[src/rtl/gc_pkg.sv]
// Shared types and header-word layout for the garbled-circuit label packer.
package gc_pkg;

    // Record kind carried in the two top bits of every header word.
    typedef enum logic [1:0] {
        LABEL = 2'b00,
        KEY   = 2'b01,
        TABLE = 2'b10,
        MASK  = 2'b11
    } rec_kind_e;

    localparam int WORD_W       = 32;
    localparam int HDR_KIND_MSB = 31;
    localparam int HDR_KIND_LSB = 30;
    localparam int HDR_CID_MSB  = 29;
    localparam int HDR_CID_LSB  = 16;
    localparam int HDR_IDX_MSB  = 15;
    localparam int HDR_IDX_LSB  = 0;
    localparam int HDR_CID_W    = HDR_CID_MSB - HDR_CID_LSB + 1;
    localparam int HDR_IDX_W    = HDR_IDX_MSB - HDR_IDX_LSB + 1;

    // Pack kind, circuit cycle and wire index into one host header word.
    function automatic logic [WORD_W-1:0] gc_build_header(
        input rec_kind_e             kind,
        input logic [HDR_CID_W-1:0] cid,
        input logic [HDR_IDX_W-1:0] index
    );
        logic [WORD_W-1:0] hdr;
        hdr                            = 32'h0000_0000;
        hdr[HDR_KIND_MSB:HDR_KIND_LSB] = kind;
        hdr[HDR_CID_MSB:HDR_CID_LSB]   = cid;
        hdr[HDR_IDX_MSB:HDR_IDX_LSB]   = index;
        return hdr;
    endfunction

endpackage

[src/rtl/gc_label_packer_if.sv]
// 32-bit valid/ready host stream carrying serialised label records.
interface gc_label_packer_if;
    logic [31:0] out_data;
    logic        out_valid;
    logic        out_ready;

    modport master (output out_data, output out_valid, input out_ready);
    modport slave  (input out_data, input out_valid, output out_ready);
endinterface

[src/rtl/gc_dual_push_fifo.sv]
// Record FIFO with two write ports (port 1 only used together with port 0),
// one first-word-fall-through read port and an occupancy count.
module gc_dual_push_fifo #(
    parameter int W     = 8,
    parameter int DEPTH = 16,
    localparam int AW   = $clog2(DEPTH),
    localparam int CW   = AW + 1
) (
    input  logic          clk,
    input  logic          rst,
    input  logic          flush,
    input  logic          wr0_en,
    input  logic [W-1:0]  wr0_data,
    input  logic          wr1_en,
    input  logic [W-1:0]  wr1_data,
    input  logic          rd_en,
    output logic [W-1:0]  rd_data,
    output logic          empty,
    output logic [CW-1:0] count
);
    logic [W-1:0]  r_mem [DEPTH];
    logic [AW-1:0] r_wptr;
    logic [AW-1:0] r_rptr;
    logic [CW-1:0] r_count;
    logic [CW-1:0] w_n_wr;
    logic [CW-1:0] w_n_rd;

    // Number of entries written and read this cycle.
    always_comb begin
        w_n_wr = {CW{1'b0}};
        w_n_rd = {CW{1'b0}};
        if (wr0_en && wr1_en) begin
            w_n_wr = CW'(2);
        end else if (wr0_en) begin
            w_n_wr = CW'(1);
        end else begin
            w_n_wr = {CW{1'b0}};
        end
        if (rd_en && (r_count != {CW{1'b0}})) begin
            w_n_rd = CW'(1);
        end else begin
            w_n_rd = {CW{1'b0}};
        end
    end

    // Storage: slot0 lands at the write pointer, slot1 right behind it.
    always_ff @(posedge clk) begin
        if (!flush) begin
            if (wr0_en) begin
                r_mem[r_wptr] <= wr0_data;
            end
            if (wr0_en && wr1_en) begin
                r_mem[r_wptr + AW'(1)] <= wr1_data;
            end
        end
    end

    // Pointer and occupancy bookkeeping; flush empties the queue.
    always_ff @(posedge clk or posedge rst) begin
        if (rst) begin
            r_wptr  <= {AW{1'b0}};
            r_rptr  <= {AW{1'b0}};
            r_count <= {CW{1'b0}};
        end else if (flush) begin
            r_wptr  <= {AW{1'b0}};
            r_rptr  <= {AW{1'b0}};
            r_count <= {CW{1'b0}};
        end else begin
            r_wptr  <= r_wptr + w_n_wr[AW-1:0];
            r_rptr  <= r_rptr + w_n_rd[AW-1:0];
            r_count <= r_count + w_n_wr - w_n_rd;
        end
    end

    assign rd_data = r_mem[r_rptr];
    assign empty   = (r_count == {CW{1'b0}});
    assign count   = r_count;

endmodule

[src/rtl/gc_label_packer.sv]
// Captures GarbledCircuit tag/index/data slots into a record FIFO and
// serialises each record as one header word plus K/32 data words.
module gc_label_packer
    import gc_pkg::*;
#(
    parameter int S     = 12,
    parameter int K     = 128,
    parameter int CC    = 1,
    parameter int DEPTH = 16
) (
    input  logic                      clk,
    input  logic                      rst,
    input  logic                      start,
    input  logic [2:0]                tag_t1,
    input  logic [S-1:0]              cid,
    input  logic [S-1:0]              index0_t1,
    input  logic [S-1:0]              index1_t1,
    input  logic [K-1:0]              data0_t1,
    input  logic [K-1:0]              data1_t1,
    gc_label_packer_if.master         host,
    output logic                      overflow,
    output logic                      done
);
    localparam int NW    = K / WORD_W;
    localparam int CNT_W = (NW > 1) ? $clog2(NW) : 1;
    localparam int FCW   = $clog2(DEPTH) + 1;
    localparam logic [CNT_W-1:0] CNT_LAST  = CNT_W'(NW - 1);
    localparam logic [FCW-1:0]   DEPTH_CNT = FCW'(DEPTH);
    localparam logic [S-1:0]     CID_END   = S'(CC);

    // Record widths depend on S and K, so the record type lives here.
    typedef struct packed {
        rec_kind_e    kind;
        logic [S-1:0] cid;
        logic [S-1:0] index;
        logic [K-1:0] data;
    } gc_rec_t;

    typedef enum logic [1:0] {CTL_IDLE, CTL_RUN, CTL_DRAIN, CTL_DONE} ctl_state_e;
    typedef enum logic [1:0] {SER_IDLE, SER_HDR, SER_DATA} ser_state_e;

    ctl_state_e        r_ctl_state;
    ser_state_e        r_ser_state;
    logic              r_overflow;
    logic              r_done;
    logic [31:0]       r_out_data;
    logic              r_out_valid;
    logic [K-1:0]      r_shift;
    logic [CNT_W-1:0]  r_word_cnt;

    logic              w_slot0_v;
    logic              w_slot1_v;
    rec_kind_e         w_kind;
    logic [S-1:0]      w_idx0;
    logic [S-1:0]      w_idx1;
    gc_rec_t           w_rec0;
    gc_rec_t           w_rec1;
    gc_rec_t           w_wr0_rec;
    gc_rec_t           w_rd_rec;
    logic [FCW-1:0]    w_need;
    logic [FCW-1:0]    w_free;
    logic [FCW-1:0]    w_fifo_count;
    logic              w_fifo_empty;
    logic              w_capture;
    logic              w_push;
    logic              w_drop;
    logic              w_wr1_en;
    logic              w_handshake;
    logic              w_last_word;
    logic              w_pop;
    logic [31:0]       w_hdr_word;

    // Tag decode: which slots carry records, their kind and indices.
    always_comb begin
        w_slot0_v = 1'b0;
        w_slot1_v = 1'b0;
        w_kind    = LABEL;
        w_idx0    = index0_t1;
        w_idx1    = index1_t1;
        if (tag_t1[2]) begin
            w_slot0_v = tag_t1[0];
            w_slot1_v = tag_t1[1];
            w_kind    = LABEL;
        end else begin
            case (tag_t1[1:0])
                2'b01: begin
                    w_slot0_v = 1'b1;
                    w_slot1_v = 1'b1;
                    w_kind    = KEY;
                    w_idx0    = {S{1'b0}};
                    w_idx1    = {{(S-1){1'b0}}, 1'b1};
                end
                2'b10: begin
                    w_slot0_v = 1'b1;
                    w_slot1_v = 1'b1;
                    w_kind    = TABLE;
                end
                2'b11: begin
                    w_slot0_v = 1'b1;
                    w_kind    = MASK;
                    w_idx0    = {S{1'b0}};
                end
                default: begin
                    w_slot0_v = 1'b0;
                    w_slot1_v = 1'b0;
                end
            endcase
        end
    end

    // Admission: all-or-nothing per cycle, free space measured before any pop.
    always_comb begin
        w_rec0    = '{kind: w_kind, cid: cid, index: w_idx0, data: data0_t1};
        w_rec1    = '{kind: w_kind, cid: cid, index: w_idx1, data: data1_t1};
        w_need    = {{(FCW-1){1'b0}}, w_slot0_v} + {{(FCW-1){1'b0}}, w_slot1_v};
        w_free    = DEPTH_CNT - w_fifo_count;
        w_capture = (r_ctl_state == CTL_RUN) && (cid != CID_END) && !start;
        w_push    = w_capture && (w_need != {FCW{1'b0}}) && (w_free >= w_need);
        w_drop    = w_capture && (w_free < w_need);
        w_wr1_en  = w_push && w_slot0_v && w_slot1_v;
        if (w_slot0_v) begin
            w_wr0_rec = w_rec0;
        end else begin
            w_wr0_rec = w_rec1;
        end
    end

    // Serializer pop decision and header formatting of the FIFO head.
    always_comb begin
        w_handshake = r_out_valid && host.out_ready;
        w_last_word = (r_ser_state == SER_DATA) && w_handshake && (r_word_cnt == CNT_LAST);
        w_hdr_word  = gc_build_header(w_rd_rec.kind, HDR_CID_W'(w_rd_rec.cid),
                                      HDR_IDX_W'(w_rd_rec.index));
        if (start) begin
            w_pop = 1'b0;
        end else begin
            w_pop = !w_fifo_empty && ((r_ser_state == SER_IDLE) || w_last_word);
        end
    end

    gc_dual_push_fifo #(
        .W     ($bits(gc_rec_t)),
        .DEPTH (DEPTH)
    ) u_fifo (
        .clk      (clk),
        .rst      (rst),
        .flush    (start),
        .wr0_en   (w_push),
        .wr0_data (w_wr0_rec),
        .wr1_en   (w_wr1_en),
        .wr1_data (w_rec1),
        .rd_en    (w_pop),
        .rd_data  (w_rd_rec),
        .empty    (w_fifo_empty),
        .count    (w_fifo_count)
    );

    // Control FSM: capture window, sticky overflow and completion flag.
    always_ff @(posedge clk or posedge rst) begin
        if (rst) begin
            r_ctl_state <= CTL_IDLE;
            r_overflow  <= 1'b0;
            r_done      <= 1'b0;
        end else if (start) begin
            r_ctl_state <= CTL_RUN;
            r_overflow  <= 1'b0;
            r_done      <= 1'b0;
        end else begin
            if (w_drop) begin
                r_overflow <= 1'b1;
            end
            case (r_ctl_state)
                CTL_RUN: begin
                    if (cid == CID_END) begin
                        r_ctl_state <= CTL_DRAIN;
                    end
                end
                CTL_DRAIN: begin
                    if (w_fifo_empty && (r_ser_state == SER_IDLE)) begin
                        r_ctl_state <= CTL_DONE;
                        r_done      <= 1'b1;
                    end
                end
                CTL_IDLE: r_ctl_state <= CTL_IDLE;
                CTL_DONE: r_ctl_state <= CTL_DONE;
                default:  r_ctl_state <= CTL_IDLE;
            endcase
        end
    end

    // Serializer FSM: header, then data words MSW first, back-to-back records.
    always_ff @(posedge clk or posedge rst) begin
        if (rst) begin
            r_ser_state <= SER_IDLE;
            r_out_data  <= 32'h0000_0000;
            r_out_valid <= 1'b0;
            r_shift     <= {K{1'b0}};
            r_word_cnt  <= {CNT_W{1'b0}};
        end else if (start) begin
            r_ser_state <= SER_IDLE;
            r_out_valid <= 1'b0;
            r_word_cnt  <= {CNT_W{1'b0}};
        end else begin
            case (r_ser_state)
                SER_IDLE: begin
                    if (w_pop) begin
                        r_out_data  <= w_hdr_word;
                        r_out_valid <= 1'b1;
                        r_shift     <= w_rd_rec.data;
                        r_ser_state <= SER_HDR;
                    end
                end
                SER_HDR: begin
                    if (w_handshake) begin
                        r_out_data  <= r_shift[K-1 -: WORD_W];
                        r_shift     <= r_shift << WORD_W;
                        r_word_cnt  <= {CNT_W{1'b0}};
                        r_ser_state <= SER_DATA;
                    end
                end
                SER_DATA: begin
                    if (w_handshake) begin
                        if (r_word_cnt == CNT_LAST) begin
                            if (w_pop) begin
                                r_out_data  <= w_hdr_word;
                                r_out_valid <= 1'b1;
                                r_shift     <= w_rd_rec.data;
                                r_ser_state <= SER_HDR;
                            end else begin
                                r_out_valid <= 1'b0;
                                r_ser_state <= SER_IDLE;
                            end
                        end else begin
                            r_out_data <= r_shift[K-1 -: WORD_W];
                            r_shift    <= r_shift << WORD_W;
                            r_word_cnt <= r_word_cnt + CNT_W'(1);
                        end
                    end
                end
                default: begin
                    r_ser_state <= SER_IDLE;
                    r_out_valid <= 1'b0;
                end
            endcase
        end
    end

    assign host.out_data  = r_out_data;
    assign host.out_valid = r_out_valid;
    assign overflow       = r_overflow;
    assign done           = r_done;

endmodule

[src/flat_wrapper.sv]
// flat-port wrapper written by rule: the top's interface ports become plain ports
module gc_label_packer_flat import gc_pkg::*;
#(
    parameter int S     = 12,
    parameter int K     = 128,
    parameter int CC    = 1,
    parameter int DEPTH = 16
)
  (clk, rst, start, tag_t1, cid, index0_t1, index1_t1, data0_t1, data1_t1, overflow, done, host_out_data, host_out_valid, host_out_ready);
  gc_label_packer_if host_i ();
  input  logic clk;
  input  logic rst;
  input  logic start;
  input  logic [2:0] tag_t1;
  input  logic [S-1:0] cid;
  input  logic [S-1:0] index0_t1;
  input  logic [S-1:0] index1_t1;
  input  logic [K-1:0] data0_t1;
  input  logic [K-1:0] data1_t1;
  output logic overflow;
  output logic done;
  output wire logic [$bits(host_i.out_data)-1:0] host_out_data;
  output wire logic [$bits(host_i.out_valid)-1:0] host_out_valid;
  input wire logic [$bits(host_i.out_ready)-1:0] host_out_ready;
  assign host_out_data = host_i.out_data;
  assign host_out_valid = host_i.out_valid;
  assign host_i.out_ready = host_out_ready;
  gc_label_packer #(.S(S), .K(K), .CC(CC), .DEPTH(DEPTH)) u_core (.clk(clk), .rst(rst), .start(start), .tag_t1(tag_t1), .cid(cid), .index0_t1(index0_t1), .index1_t1(index1_t1), .data0_t1(data0_t1), .data1_t1(data1_t1), .host(host_i), .overflow(overflow), .done(done));
endmodule
[config.mk]
export PLATFORM = sky130hd
export DESIGN_NAME = gc_label_packer_flat
export DESIGN_NICKNAME = d
export VERILOG_FILES = /design/src/rtl/gc_pkg.sv /design/src/rtl/gc_label_packer_if.sv /design/src/rtl/gc_dual_push_fifo.sv /design/src/rtl/gc_label_packer.sv /design/src/flat_wrapper.sv
export SDC_FILE = /design/constraint.sdc
export NUM_CORES = 2
export LEC_CHECK = 0
export BUFFER_PORTS_ARGS = -buffer_cell sky130_fd_sc_hd__buf_2
export CAP_MARGIN = 20
export CORE_UTILIZATION = 25
export CTS_BUF_LIST = sky130_fd_sc_hd__clkbuf_8
export DETAILED_ROUTE_END_ITERATION = 10
export HOLD_SLACK_MARGIN = 0.15
export RECOVER_POWER = 100
export SLEW_MARGIN = 20
export SYNTH_ARGS = -nofsm -noshare
export SYNTH_HDL_FRONTEND = slang
export SYNTH_HIERARCHICAL = 1
export SYNTH_SLANG_ARGS = --single-unit
[constraint.sdc]
create_clock -name clk -period 24.9 [get_ports clk]
set_clock_uncertainty 0.1 [all_clocks]
set_input_delay 1.245 -clock clk [delete_from_list [all_inputs] [get_ports clk]]
set_output_delay 1.245 -clock clk [all_outputs]
set_load 0.01 [all_outputs]
# Word level (Yosys, flattened, before mapping)
# Memory sizes are Yosys's and may differ from the RTL's.
# Index checks and enable logic that the tools add are counted.
dict set report word_totals {
  word_cells 141
  reg_bits 182
  mem_bits_rw 2464
  latchBits 0
  rom_bits 0
  output_inout_bits 35
  mem_count 1
  in_bits 299
}
dict set report op_classes {
  eq_ne 21
  addsub 8
  order_cmp 2
  reduce_logical 36
  div_mod_pow 0
  n_bitwise 1
  n_mul 0
  muxes 61
  n_shift 0
}
# memory words width rd rd_ports_with_merged_regs wr line_no
set mem_list {}
lappend mem_list {u_core.u_fifo.r_mem 16 154 1 0 2 gc_dual_push_fifo.sv:21} ;# logic [W-1:0] r_mem [DEPTH];
# cell count
set op_table {}
lappend op_table {{2-to-1 mux 128 bit} 4}
lappend op_table {{case mux 128 bit (3 select lines)} 1}
lappend op_table {{2-to-1 mux 140 bit} 1}
lappend op_table {{2-to-1 mux 32 bit} 4}
lappend op_table {{case mux 32 bit (3 select lines)} 1}
lappend op_table {{2-to-1 mux 12 bit} 4}
lappend op_table {{2-to-1 mux 2 bit} 14}
lappend op_table {{2-to-1 mux 1 bit} 24}
lappend op_table {{AND reduction 4 bit} 4}
lappend op_table {{logical AND 1 bit} 14}
lappend op_table {{== test 12 x 1 -> 1 bit (second input constant)} 1}
lappend op_table {{== test 2 bit (second input constant)} 6}
lappend op_table {{!= test 12 x 1 -> 1 bit (second input constant)} 1}
lappend op_table {{!= test 3 bit (second input constant)} 4}
lappend op_table {{case mux 2 bit (3 select lines)} 2}
lappend op_table {{nonzero test 5 bit} 2}
lappend op_table {{!= test 3 x 2 -> 1 bit (second input constant)} 3}
lappend op_table {{adder 4 bit} 2}
lappend op_table {{2-to-1 mux 4 bit} 2}
lappend op_table {{case mux 2 bit (4 select lines)} 1}
lappend op_table {{== test 2 x 1 -> 1 bit (second input constant)} 3}
lappend op_table {{nonzero test 2 bit} 3}
lappend op_table {{nonzero test 3 bit} 2}
lappend op_table {{adder 5 bit} 1}
lappend op_table {{other kinds (20)} 25}

# Depth between registers and ports, before layout
dict set report logic_depth {
  ltp_word 15
  ltp_mapped 25
  ltp_nobuf 23
}

# Cells and area by module
# Netlist, hierarchy kept.
# mod n_inst cells_per_inst area_per_inst_um2
set modules_own_cells {}
lappend modules_own_cells {gc_dual_push_fifo 1 6609 124619.5}
lappend modules_own_cells {gc_label_packer 1 1166 9226.3}

# Worst setup path after synthesis
# Ideal clock, no wire load.
dict set report synth_path {
  path_type {input -> register}
  start {input tag_t1[1]}
  end {memory u_core/u_fifo/r_mem[4][0] (netlist name), enable pin}
  arrival_ns 14.830
  n_path_buf 3
  required_time_ns 23.920
  cell_stages 17
  setup_ns 0.880
  path_slack_ns 9.089
  path_cell_list {inv_1 -> ha_1 -> mux2_2 -> buf_2 -> inv_1 -> clkbuf_1 -> ha_1 -> ha_1 -> nand2b_1 -> and4_1 -> a21oi_1 -> nor4_1 -> nor3_1 -> nor3b_2 -> nand2b_1 -> buf_2 -> o21ai_0}
}
# item line_no
set synth_lines {}
lappend synth_lines {{start, declared} flat_wrapper.sv:14} ;# input logic [2:0] tag_t1;
lappend synth_lines {{end, declared} gc_dual_push_fifo.sv:21}

==> flow_summary.json <==
{
  "holdCritPathClass": "flip-flop to flip-flop",
  "placed_cell_area_um2": 142000,
  "initial_utilization_pct": 25.1,
  "end_kind": "flip-flop",
  "cts.sink_count": 2646,
  "worstReg2RegEnd": "u_core/r_shift[96]",
  "ys_ff_latch": 2646,
  "count_of_maximum_capacitance_violations": 122,
  "synth-seq-area-share_pct": 58.7,
  "reg2reg_depth": 8,
  "dominantRegCellSynth": "edfxtp_1",
  "run_status": "finished, violations left",
  "via_count_of_the_first_global_routing_pass": 79200,
  "drive_gt1_share_pct": 44.8,
  "first_pass_grt_wire_length_um": 634000,
  "tns_setup_ns": 0,
  "synth.area.mux_share_pct": 34.0,
  "worst_ir_drop_vdd_mv": 0.0546,
  "cp_data_required_time_ns": 25.66,
  "hold_viol_final": 0,
  "setup_viol": 0,
  "vias_cell": 5.05,
  "synth_simple_gate_area_share_pct": 2.35,
  "ctsRootBufferMaster": "clkbuf_8",
  "detail_route.iter0.violations": 8241,
  "tritoncts_clock_tree": "yes",
  "ctsResizeCount": 0,
  "final_common_cell": "edfxtp_1",
  "cts_setup_buffers": 0,
  "synth-edff-count": 2464,
  "p_leak_nw": 47.9,
  "worstSetupStartpointType": "primary input",
  "r2r_setup_slack_ns": 10.91,
  "routed-via-count": 77100,
  "setup_ws_ns": 8.85,
  "floorplan.die.width_um": 734,
  "die-area_um2": 538000,
  "chipHeight_um": 734,
  "postLayoutCellArea_um2": 148000,
  "final-max-slew-violation-count": 4604,
  "power-per-cell-area_nw_per_um2": 72.3,
  "area_delta_synth_final_pct": 10.9,
  "postRouteWirelength_um": 461000,
  "syn_nets": 8101,
  "initial_antenna_violation_count": 139,
  "worst_setup_path_class": "primary input to flip-flop",
  "hold_path_end": "u_core/r_shift[70]",
  "cell_area_after_synthesis_um2": 134000,
  "async_flop_share_pct": 6.88,
  "synth_top_family_by_area": "multiplexers",
  "final_cell_mix": "edfxtp_1 (2464), mux2_2 (2052), mux4_2 (753)",
  "design.final.nets": 8211,
  "yosys.cell_types.count": 54,
  "cts_buffers": 438,
  "yosys.area_share.xor_xnor_pct": 0.0458,
  "syn-instance-count": 7775,
  "detailedPlace.worstSlack_ns": 16.18,
  "failed_checks": "max-capacitance violations, max-slew violations",
  "timing.critical_path.fanout_max": 46,
  "placement_rows": 268,
  "max_slew.worst_pin.slew_ns": 9.50,
  "slew_headroom_pct": -533,
  "routed_wire_length_per_instance_um": 30.2,
  "grt.total_usage_pct": 16.4,
  "rsz_0062_raised_after_global_routing": "false",
  "port_buffers": 333,
  "detailedRoute.firstPassIterationCount": 5,
  "max-clock-path-buffers": 4,
  "clkLatencyLatePin_ns": 1.23,
  "synth_compound_gate_area_share_pct": 1.41,
  "maximum_number_of_pins_on_one_net_before_global_route_repair": 124,
  "num_io_pins": 334,
  "place_hpwl_um": 259000,
  "worst_r2r_startpoint": "u_core/u_fifo/r_rptr[0]",
  "hold_start": "u_core/r_shift[38]",
  "final_antenna_net_count": 0,
  "area_of_the_core_um2": 533000,
  "timing.final.crit_share_pct": 64.4,
  "critical_path_data_arrival_time_ns": 16.80,
  "yosysWarnings": 6,
  "final_core_utilization_pct": 27.9,
  "hold_depth": 2,
  "worst_setup_hold_path_clk_slew_ns": 0.06,
  "cts-htree-levels": 5,
  "post_synth.cell_area_avg_um2": 17.2,
  "drcViolationCount": 0,
  "number_of_buffers_inserted_for_hold_repair_after_clock_tree_synthesis": 1,
  "adder_cell_area_share_of_the_yosys_netlist_pct": 0.264,
  "globalRouteOverflowTotal": 0,
  "finalCriticalPeriod_ns": 16.05,
  "max_freq_mhz": 62.3,
  "routabilityCongestion": 0.780
}
-- cell usage after synthesis, types with 27 or more instances --
cell      number  share of area [%]
a22o_1        50               0.33
a22oi_1      104               0.58
buf_2        279                1.0
buf_4         52               0.29
buf_6         76               0.64
clkbuf_1     408                1.1
dfrtp_1      182                3.4
edfxtp_1    2464                 55
mux2_1       268                2.3
mux2_2      2058                 17
mux2_4       140                1.6
mux2i_1       27               0.20
mux4_2       753                 13
nand2_1      652                1.8
-- final cells by class --
cell class	instances	area (um^2)
Sequential cell	2646	78600
Fill cell	53300	384000
Clock inverter	313	1610
Clock buffer	458	6300
Multi-Input combinational cell	4273	50400
Inverter	26	108
Tap cell	7020	8780
Timing Repair Buffer	500	2670
Antenna cell	21	52.6
-- layer usage --
layer | global-route usage, % | up-vias | share of wire (%)
met1 | 21.5 | 41200 | 40
li1 | - | 31100 | -
met2 | 27.1 | 3841 | 47
met5 | 0 | - | 0.057
met4 | 5.55 | 40 | 3.7
met3 | 3.55 | 904 | 8.4
-- worst max-delay path by stage --
| stage | endpoint | depth (start not counted) | startpoint | slack (ns) |
|---|---|---|---|---|
| final | u_core/u_fifo/r_mem[3][28] | 19 | tag_t1[1] | 8.85 |
| after global routing | u_core/u_fifo/r_mem[12][45] | 17 | tag_t1[1] | 8.66 |
| after CTS | u_core/u_fifo/r_mem[2][74] | 20 | tag_t1[1] | 17.48 |
| after detailed placement | u_core/u_fifo/r_mem[2][53] | 20 | tag_t1[1] | 16.18 |
| after global placement | u_core/u_fifo/r_mem[2][46] | 20 | tag_t1[1] | 16.08 |
| after floorplan | u_core/u_fifo/r_mem[4][0] | 17 | tag_t1[1] | 9.09 |
-- report_power, final --
group | switching [mW] | total (mW) | internal, mW | leakage, nW
registers | 0.119 | 5.18 | 5.06 | 24.7
logic | 1.06 | 1.95 | 0.893 | 18.6
clock network | 1.83 | 3.60 | 1.77 | 4.60
total | 3.01 | 10.7 | 7.73 | 47.9
-- critical path, cell delays in order --
cell	delay [ns]
clkbuf_1	0.12
inv_1	0.18
ha_1	0.18
mux2_1	1.04
clkinvlp_2	2.65
ha_1	1.08
inv_1	0.12
ha_1	0.26
nand2b_1	0.11
and4_1	0.22
a21oi_1	0.07
nor4_1	0.45
nor3_1	0.18
nor3b_1	0.21
nand3_1	1.29
clkbuf_1	3.58
clkbuf_1	2.37
buf_4	0.81
mux2_1	0.39
-- registers in the layout, indices dropped and copies added, names as in the netlist --
name / flops
u_core/overflow: 1
u_core/u_fifo/r_mem: 2464
u_core/u_fifo/r_rptr: 4
u_core/r_ctl_state: 2
u_core/r_ser_state: 2
u_core/done: 1
u_core/u_fifo/r_wptr: 4
u_core/host.out_valid: 1
u_core/r_shift: 128
u_core/host.out_data: 32
u_core/r_word_cnt: 2
u_core/u_fifo/count: 5
-- stage by stage --
stage	hold WS, ns	power, mW	cells
5_1_grt	0.385	11.1	15200
3_3_place_gp	0.349	7.15	14500
3_5_place_dp	0.352	7.21	14500
6_report	0.358	10.7	15300
2_1_floorplan	0.339	6.59	7775
4_1_cts	0.317	10.8	15200
-- logic make-up (layout without fill, tap and decap cells) --
group	Yosys count	in the layout
buffers and inverters	856	1297
DFF	2646	2646
other	0	21
and+or+nand+nor	756	756
xor gates and xnor gates	7	7
AOI/OAI and AO/OA	237	237
adders and majority gates	27	27
muxes	3246	3246
No activity file was read; power rests on OpenSTA's default activity.
